<file path="src/rtl/hs32_fetch_pkg.sv">
// Shared HS32 fetch-stage constants: FSM encodings, instruction size and FIFO entry layout.
package hs32_fetch_pkg;

    localparam logic [1:0] FT_IDLE  = 2'd0;
    localparam logic [1:0] FT_REQ   = 2'd1;
    localparam logic [1:0] FT_DRAIN = 2'd2;

    localparam logic [31:0] INSN_BYTES = 32'd4;

    typedef struct packed {
        logic [31:0] word;
        logic [31:0] pc;
    } insn_entry_t;

    // Instruction addresses are word aligned; low address bits are dropped.
    function automatic logic [31:0] align_pc(input logic [31:0] pc);
        return pc & ~32'd3;
    endfunction

endpackage

</file>
<file path="src/rtl/hs32_ififo.sv">
// Instruction FIFO of {word, pc} entries; clear wins over push and pop.
module hs32_ififo
    import hs32_fetch_pkg::*;
#(
    parameter int DEPTH = 2
) (
    input  logic                         clk,
    input  logic                         reset,
    input  logic                         i_clear,
    input  logic                         i_push,
    input  logic                         i_pop,
    input  insn_entry_t                  i_data,
    output insn_entry_t                  o_head,
    output logic [$clog2(DEPTH+1)-1:0]   o_count,
    output logic                         o_empty,
    output logic                         o_full
);

    localparam int PTR_W = $clog2(DEPTH);
    localparam int CNT_W = $clog2(DEPTH + 1);

    insn_entry_t        r_mem [DEPTH];
    logic [PTR_W-1:0]   r_head;
    logic [PTR_W-1:0]   r_tail;
    logic [CNT_W-1:0]   r_count;

    logic w_do_pop;
    logic w_do_push;

    assign o_empty   = (r_count == '0);
    assign o_full    = (r_count == CNT_W'(DEPTH));
    assign w_do_pop  = i_pop && !o_empty;
    assign w_do_push = i_push && (!o_full || w_do_pop);

    // NOTE: storage is reset here so the head reads as zero out of reset; only viable for tiny DEPTH.
    always_ff @(posedge clk or negedge reset) begin
        if (!reset) begin
            for (int i = 0; i < DEPTH; i++) r_mem[i] <= '0;
            r_head  <= '0;
            r_tail  <= '0;
            r_count <= '0;
        end else if (i_clear) begin
            r_head  <= '0;
            r_tail  <= '0;
            r_count <= '0;
        end else begin
            if (w_do_push) begin
                r_mem[r_tail] <= i_data;
                r_tail        <= r_tail + 1'b1;
            end
            if (w_do_pop) r_head <= r_head + 1'b1;
            case ({w_do_push, w_do_pop})
                2'b10:   r_count <= r_count + 1'b1;
                2'b01:   r_count <= r_count - 1'b1;
                default: r_count <= r_count;
            endcase
        end
    end

    assign o_head  = r_mem[r_head];
    assign o_count = r_count;

endmodule

</file>
<file path="src/rtl/hs32_fetch.sv">
// HS32 instruction fetch: issues word reads, buffers them with their PCs, honours flush/newpc redirects.
module hs32_fetch
    import hs32_fetch_pkg::*;
#(
    parameter int          DEPTH    = 2,
    parameter logic [31:0] RESET_PC = 32'h0000_0000
) (
    input  logic        clk,
    input  logic        reset,
    input  logic        flush,
    input  logic [31:0] newpc,
    output logic [31:0] addr,
    input  logic [31:0] dtrm,
    output logic        reqm,
    input  logic        rdym,
    output logic [31:0] instd,
    output logic [31:0] instpc,
    output logic        valid,
    input  logic        ack
);

    localparam int CNT_W = $clog2(DEPTH + 1);

    logic [1:0]   r_state;
    logic [31:0]  r_fpc;
    logic [31:0]  r_addr;
    logic         r_reqm;

    insn_entry_t      w_head;
    logic [CNT_W-1:0] w_count;
    logic [CNT_W-1:0] w_count_nxt;
    logic             w_empty;
    logic             w_full;
    logic             w_pop;
    logic             w_push;
    logic             w_xfer;
    logic             w_has_room;
    logic [31:0]      w_addr_inc;

    assign w_xfer      = r_reqm && rdym;
    assign w_pop       = !w_empty && ack && !flush;
    assign w_push      = (r_state == FT_REQ) && w_xfer && !flush;
    assign w_count_nxt = w_count + CNT_W'(w_push) - CNT_W'(w_pop);
    assign w_has_room  = (w_count_nxt < CNT_W'(DEPTH));
    assign w_addr_inc  = r_addr + INSN_BYTES;

    hs32_ififo #(.DEPTH(DEPTH)) u_ififo (
        .clk     (clk),
        .reset   (reset),
        .i_clear (flush),
        .i_push  (w_push),
        .i_pop   (w_pop),
        .i_data  ('{word: dtrm, pc: r_addr}),
        .o_head  (w_head),
        .o_count (w_count),
        .o_empty (w_empty),
        .o_full  (w_full)
    );

    // NOTE: state registers use non-blocking assignments so every flop samples pre-edge values.
    always_ff @(posedge clk or negedge reset) begin
        if (!reset) begin
            r_state <= FT_IDLE;
            r_fpc   <= RESET_PC;
            r_addr  <= RESET_PC;
            r_reqm  <= 1'b0;
        end else if (flush) begin
            r_fpc <= align_pc(newpc);
            if (r_state == FT_IDLE || w_xfer) begin
                r_state <= FT_IDLE;
                r_reqm  <= 1'b0;
            end else begin
                // An outstanding read cannot be cancelled; wait it out and drop the data.
                r_state <= FT_DRAIN;
            end
        end else begin
            case (r_state)
                FT_IDLE: begin
                    if (w_has_room) begin
                        r_state <= FT_REQ;
                        r_addr  <= r_fpc;
                        r_reqm  <= 1'b1;
                    end
                end
                FT_REQ: begin
                    if (w_xfer) begin
                        r_fpc <= w_addr_inc;
                        if (w_has_room) begin
                            r_addr <= w_addr_inc;
                        end else begin
                            r_state <= FT_IDLE;
                            r_reqm  <= 1'b0;
                        end
                    end
                end
                FT_DRAIN: begin
                    if (w_xfer) begin
                        r_state <= FT_IDLE;
                        r_reqm  <= 1'b0;
                    end
                end
                default: begin
                    r_state <= FT_IDLE;
                    r_reqm  <= 1'b0;
                end
            endcase
        end
    end

    a_no_overflow: assert property (@(posedge clk) disable iff (!reset) !(w_push && w_full && !w_pop));

    assign addr   = r_addr;
    assign reqm   = r_reqm;
    assign instd  = w_head.word;
    assign instpc = w_head.pc;
    assign valid  = !w_empty;

endmodule

</file>
<file path="config.mk">
export PLATFORM = sky130hd
export DESIGN_NAME = hs32_fetch
export DESIGN_NICKNAME = d
export VERILOG_FILES = /design/src/rtl/hs32_fetch_pkg.sv /design/src/rtl/hs32_ififo.sv /design/src/rtl/hs32_fetch.sv
export SDC_FILE = /design/constraint.sdc
export NUM_CORES = 1
export LEC_CHECK = 0
export CAP_MARGIN = 20
export CELL_PAD_IN_SITES_DETAIL_PLACEMENT = 1
export CELL_PAD_IN_SITES_GLOBAL_PLACEMENT = 1
export CORE_UTILIZATION = 45
export DETAILED_ROUTE_END_ITERATION = 8
export PLACE_DENSITY = 0.9
export SLEW_MARGIN = 25
export SYNTH_ARGS = -nofsm -noshare
export SYNTH_HDL_FRONTEND = slang
export SYNTH_SLANG_ARGS = --single-unit
</file>
<file path="constraint.sdc">
create_clock -name clk -period 8.3 [get_ports clk]
set_clock_uncertainty 0.1 [all_clocks]
set_input_delay 0.83 -clock clk [delete_from_list [all_inputs] [get_ports clk]]
set_output_delay 0.83 -clock clk [all_outputs]
set_load 0.02 [all_outputs]
</file>
Word level (Yosys, flattened, before mapping)
Index checks and enable logic that the tools add are counted.
{ "word_totals": {"reg_bits": 199, "elab_cells": 97, "input_bits": 69} }
{ "classes": {"bitwise_logic": 3, "magnitude_cmp": 4, "mux": 33, "n_eq_ne": 13, "reduce_logical": 26, "add_sub_neg": 7} }
{ "ops": {"columns": ["op", "count"], "rows": [
  ["$mux 64", 4],
  ["$mux 32", 6],
  ["$bwmux 128", 1],
  ["$demux 64 s1", 1],
  ["$pmux 32 s2", 1],
  ["$add 32x3->32 const B", 1],
  ["$mux 2", 7],
  ["$ne 3x3->1 const B", 4],
  ["$mux 1", 10],
  ["$reduce_and 5->1", 2],
  ["$reduce_bool 2->1", 5],
  ["$logic_and 1x1->1", 8],
  ["$eq 2x2->1 const B", 3],
  ["$ne 2x2->1 const B", 3],
  ["$pmux 2 s3", 1],
  ["$eq 2x1->1 const B", 2],
  ["$ge 2x2->1 const B", 2],
  ["$logic_not 2->1", 2],
  ["$not 1->2", 2],
  ["$pmux 2 s2", 1],
  ["$reduce_and 2->1", 2],
  ["$reduce_and 4->1", 1],
  ["$logic_not 1->1", 3],
  ["$pmux 1 s3", 1],
  ["11 further kinds", 13]
]} }

Logic depth before layout (Yosys ltp)
{ "logic_depth": {"depth_word": 10, "depth_mapped": 13, "ltp_nobuf": 9} }

Cells and area by module
Synthesis repeated with hierarchy kept, for this count alone.
{ "unflattened": {"cells_unflattened": 819, "area_unflattened_um2": 9933.3} }
{ "by_module_without_submodules": {"columns": ["module", "cells_each", "n_inst", "area_per_inst_um2", "seq_area_each_um2"], "rows": [
  ["hs32_ififo", 365, 1, 5914.4, 3303.2],
  ["hs32_fetch", 454, 1, 4018.9, 1676.6]
]} }

Worst setup path after synthesis
OpenSTA, ideal clock, no wires.
{ "synth_timing": {"path_kind": "input -> register", "from": "input flush", "to": "register r_addr[0] (netlist: addr[0])", "cell_stages": 8, "setup_time_ps": 125, "setup_slack_ps": 5211, "path_buffers": 2, "arrival_time_ps": 2864, "required_time_ps": 8075, "cell_sequence": "clkbuf_1 buf_1 nor2_1 ha_1 nor2b_1 xnor2_1 nor4_1 mux2_2"} }
{ "synth_between": {"elab_chain_cells": 7, "word_cells_on_any_way": 10, "classes_between": "2 x add/sub; 1 x order compare; 2 x eq/ne; 1 x bitwise; 4 x reduce/logical"} }
{ "synth_lines": {"columns": ["element", "line", "source"], "rows": [
  ["start: declaration", "hs32_fetch.sv:10", "input logic flush,"],
  ["$logic_not 1->1", "hs32_fetch.sv:41, hs32_fetch.sv:42", null],
  ["$logic_and 1x1->1", "hs32_fetch.sv:42", "assign w_push = (r_state == FT_REQ) && w_xfer && !flush;"],
  ["$add 2x1->2", "hs32_fetch.sv:43", "assign w_count_nxt = w_count + CNT_W'(w_push) - CNT_W'(w_pop);"],
  ["$sub 2x1->2", "hs32_fetch.sv:43", null],
  ["$lt 2x2->1", "hs32_fetch.sv:44", "assign w_has_room = (w_count_nxt < CNT_W'(DEPTH));"],
  ["$ne 2x2->1 (no line)", null, null],
  ["$reduce_and 5->1 (no line) (*)", null, null],
  ["end signal: assignment", "hs32_fetch.sv:81", "r_addr <= r_fpc;"],
  ["end signal: assignment", "hs32_fetch.sv:89", "r_addr <= w_addr_inc;"],
  ["end: declaration", "hs32_fetch.sv:26", "logic [31:0] r_addr;"]
]} }
Mark *: on every way between the ends. The rest lies on a longest branch, timed or not.
A chain may end at the register's enable or synchronous reset.

Final worst setup path
{ "layout_timing": {"from": "register r_state[1]", "to": "register r_addr[31] (netlist: addr[31])"} }
{ "layout_between": {"elab_chain_cells": 8, "word_cells_on_any_way": 13, "classes_between": "2 x add/sub; 1 x order compare; 4 x eq/ne; 1 x mux; 5 x reduce/logical"} }
{ "layout_lines": {"columns": ["element", "line", "source"], "rows": [
  ["start: declaration", "hs32_fetch.sv:24", "logic [1:0] r_state;"],
  ["start signal: assignment", "hs32_fetch.sv:63", "r_state <= FT_IDLE;"],
  ["start signal: assignment", "hs32_fetch.sv:70", "r_state <= FT_IDLE;"],
  ["start signal: assignment", "hs32_fetch.sv:74", "r_state <= FT_DRAIN;"],
  ["$eq 2x1->1", "hs32_fetch.sv:42, hs32_fetch.sv:77", null],
  ["$logic_and 1x1->1 (2 in series)", "hs32_fetch.sv:42", null],
  ["$add 2x1->2", "hs32_fetch.sv:43", null],
  ["$sub 2x1->2", "hs32_fetch.sv:43", null],
  ["$lt 2x2->1", "hs32_fetch.sv:44", null],
  ["$ne 2x2->1 (no line)", null, null],
  ["$reduce_and 5->1 (no line)", null, null]
]} }
Parallel ways exist; a longest one is shown, timed or not.

==> flow_metrics.env <==
export IMPL_status="finished clean"
export IMPL_mappedNetlistArea_sq_um=9710
export IMPL_max_cap_violations=0
export IMPL_layout_cells_most_common="dfrtp_1"
export IMPL_post_cts_repair_setup_buffers=0
export IMPL_finalHoldViolCount=0
export IMPL_timing_critical_path_to_type="flip-flop"
export IMPL_cts_num_sinks=199
export IMPL_synthesis_nets=906
export IMPL_chipWidth_microns=149
export IMPL_biggest_cell_delay_along_the_critical_path_ns=0.63
export IMPL_postCtsResizedCells=0
export IMPL_leftover_overflow_at_the_end_of_global_routing=0
export IMPL_async_flop_share_pct=100
export IMPL_setup_tns_ns=0
export IMPL_io_buffers=164
export IMPL_shortest_period_the_worst_path_allows_ns=4.54
export IMPL_area_growth_syn_to_layout_pct=24.4
export IMPL_synth_area_per_cell_sq_um=11.6
export IMPL_drive_above_1_share_pct=26.6
export IMPL_floorplan_die_height_microns=149
export IMPL_global_route_usage_over_all_layers_pct=25.4
export IMPL_peak_supply_drop_uv=183
export IMPL_critPathSlowestCell="nand2b_1"
export IMPL_drt_wirelength_per_cell_microns=21.6
export IMPL_period_share_pct=54.7
export IMPL_pwr_density_cell_nw_per_um2=341
export IMPL_gp_routability_congestion=0.783
export IMPL_max_clock_path_buffers=2
export IMPL_crit_path_frequent_cell="xnor2_1"
export IMPL_tritoncts="built"
export IMPL_finalNonFillerCells=1248
export IMPL_worst_case_headroom_to_the_max_slew_limit_pct=37.5
export IMPL_first_iter_violations=324
export IMPL_setup_violations=0
export IMPL_power_consumption_w=0.00412
export IMPL_startpoint="r_state[1]$_DFFE_PN0P_"
export IMPL_layout_nets=1031
export IMPL_rr_worst_depth=10
export IMPL_detail_route_antenna_nets=0
export IMPL_critical_path_arrival_ns=4.77
export IMPL_grt_start_max_net_pins=83
export IMPL_rsz0062_at_grt="no"
export IMPL_power_static_leakage_nw=5.16
export IMPL_dp_hpwl_mm=17.6
export IMPL_synth_enable_flop_cells=0
export IMPL_endpoint="addr[31]$_DFFE_PN0P_"
export IMPL_fp_coreArea_sq_um=21100
export IMPL_postRouteWirelength_mm=26.9
export IMPL_path_cells="nand2b_1 > nor2_1 > buf_4 > nand2_1 > ha_1 > xnor2_1 > xnor2_1 > or2_2 > nor3_1 > a221o_1"
export IMPL_initial_core_util_pct=46.0
export IMPL_detail_route_wirelength_met1_mm=11.1
export IMPL_finalCoreUtilization_pct=57.3
export IMPL_htree_num_levels=4
export IMPL_slew_viol_final=0
export IMPL_synth_seq_cells=199
export IMPL_r2r_end="addr[31]$_DFFE_PN0P_"
export IMPL_synth_main_ff_cell="dfrtp_1"
export IMPL_clock_root_buffer="clkbuf_16"
export IMPL_routed_via_density=5.79
export IMPL_met3_length_mm=1.17
export IMPL_design_portCount=167
export IMPL_synth_sequential_area_ratio_pct=51.3
export IMPL_critPathLaunchType="flip-flop"
export IMPL_clkLatencyLatePin_ns=0.44
export IMPL_path_max_fanout=27
export IMPL_maxClockFrequency_mhz=220
export IMPL_antenna_cells=0
export IMPL_holdCritPathClass="in -> async"
export IMPL_die_footprint_sq_um=22200
export IMPL_reg2reg_from="r_state[1]$_DFFE_PN0P_"
export IMPL_synth_cells=835
export IMPL_fp_row_count=53
export IMPL_place_inst=1216
export IMPL_n_fill_cell=2207
export IMPL_cts_hold_buf=0
export IMPL_dr_max_layer_used="met5"
export IMPL_post_synthesis_cell_type_count=55
export IMPL_worst_slew_pin_transition_ns=0.938
export IMPL_r2r_setup_slk_ns=3.76
export IMPL_cts_reportedPaths_clkPinSlew_ns=0.08
export IMPL_synth_yosys_warnings=0
export IMPL_critical_path_required_ns=8.53
export IMPL_first_global_vias=7970
export IMPL_drt_drc_violations_left=0
export IMPL_grt_pass1_wl_mm=43.7
export IMPL_number_of_antenna_violations_at_the_first_check_in_global_routing=1
export IMPL_wl_met2_mm=13.8
export IMPL_timing_setup_critical_path_class="reg -> reg"
export IMPL_tritoncts_buffer_count=17
export IMPL_drtPass1Iterations=5
export IMPL_layout_common_cells="198 x dfrtp_1, 194 x mux2_2, 162 x clkdlybuf4s50_1, 77 x nand2_1, 35 x nor2_1"
export IMPL_num_vias=7229
where the power goes:
| part | leakage (nW) | total (W) | switching [W] | internal [W] |
|---|---|---|---|---|
| combinational | 2.34 | 0.00168 | 0.000820 | 0.000859 |
| sequential | 2.54 | 0.00160 | 0.000344 | 0.00126 |
| clock | 0.285 | 0.000838 | 0.000398 | 0.000440 |
| total | 5.16 | 0.00412 | 0.00156 | 0.00256 |
cells in the mapped netlist, types with 3 or more instances:
cell type    n  area (sq um)
or3_1        3          18.8
nor2_1      36           135
mux2_2     194          2180
o31ai_1      8          60.1
nand4_1      8          50.1
o21ai_0     31           155
mux2i_1      6          60.1
nand2b_1     3          18.8
xnor2_1     13           114
a211oi_1     3          22.5
o22ai_1      7          43.8
and3_1       8          50.1
dfrtp_1    199          4980
buf_2       21           105
clkbuf_1    39           146
o2bb2ai_1    3          26.3
a21oi_1     34           170
inv_1        4          15.0
nor2b_1      3          18.8
a21o_1       4          30.0
nor4_1       4          25.0
nor3_1      13          65.1
a22oi_1      4          30.0
xor2_1      15           131
nand3_1     18          90.1
a31oi_1      5          31.3
and2_1       3          18.8
buf_1        4          15.0
buf_4        6          45.0
o221ai_1    12           105
o22a_1       8          70.1
nand2_1     77           289
a2bb2oi_1    6          52.6
through the flow:
step / hold WS (ns) / setup WS (ns) / area [sq um]
4_1_cts: 0.359 / 3.72 / 12100
3_3_place_gp: 0.383 / 3.37 / 11500
5_1_grt: 0.370 / 3.43 / 12100
6_report: 0.324 / 3.76 / 12100
2_1_floorplan: 0.356 / 5.21 / 9710
3_5_place_dp: 0.393 / 3.53 / 11500
registers in the layout, indices dropped and copies added, names as in the netlist:
name	cells
addr	32
u_ififo.o_count	2
r_fpc	32
u_ififo.r_head	1
reqm	1
u_ififo.r_tail	1
u_ififo.r_mem	128
r_state	2
metal layers:
| layer | vias to the layer above | global-route usage, % |
|---|---|---|
| met5 | - | 0 |
| met4 | 2 | 10.7 |
| met3 | 54 | 4.22 |
| met2 | 202 | 43.9 |
| met1 | 3713 | 31.2 |
| li1 | 3258 | - |
cell families (layout without fill, tap and decap cells):
family / count (synthesis) / after routing / synth area share (%)
buffers and inverters: 75 / 213 / 3.48
xor gates and xnor gates: 28 / 28 / 2.53
AOI/OAI and AO/OA: 138 / 138 / 9.36
DFF: 199 / 199 / 51.3
and+or+nand+nor: 193 / 193 / 9.97
muxes: 200 / 200 / 23.1
adders and majority gates: 2 / 2 / 0.258
final cells by class:
| type | count | area (sq um) | share of cell area [%] |
|---|---|---|---|
| clock buffers | 19 | 453 | 3.75 |
| well taps | 275 | 344 | 2.85 |
| inverters | 4 | 15.0 | 0.124 |
| repair buffers | 177 | 1740 | 14.4 |
| flip-flops and latches | 199 | 4980 | 41.2 |
| clock inverters | 13 | 134 | 1.11 |
| multi-input cells | 561 | 4420 | 36.6 |
critical path: cells and delay by family (launching register included):
family,cells,cell delay (ns)
buffers and inverters,1,0.32
and+or+nand+nor,5,2.12
adders and majority gates,1,0.44
AOI/OAI and AO/OA,1,0.37
xor gates and xnor gates,2,0.56
DFF,1,0.49
worst min-delay path by stage:
stage          slack, ns                          start                              to  depth (start not counted)
6_report            0.32                          reset   u_ififo.r_mem[38]$_DFFE_PN0P_                          1
2_1_floorplan       0.36          r_fpc[29]$_DFFE_PN0P_            addr[29]$_DFFE_PN0P_                          2
5_1_grt             0.37                          reset  u_ififo.r_mem[102]$_DFFE_PN0P_                          1
3_5_place_dp        0.39  u_ififo.r_mem[52]$_DFFE_PN0P_   u_ififo.r_mem[52]$_DFFE_PN0P_                          1
4_1_cts             0.36                          reset   u_ififo.r_mem[38]$_DFFE_PN0P_                          1
3_3_place_gp        0.38  u_ififo.r_mem[26]$_DFFE_PN0P_   u_ififo.r_mem[26]$_DFFE_PN0P_                          1
(Power assumes the default switching activity.)
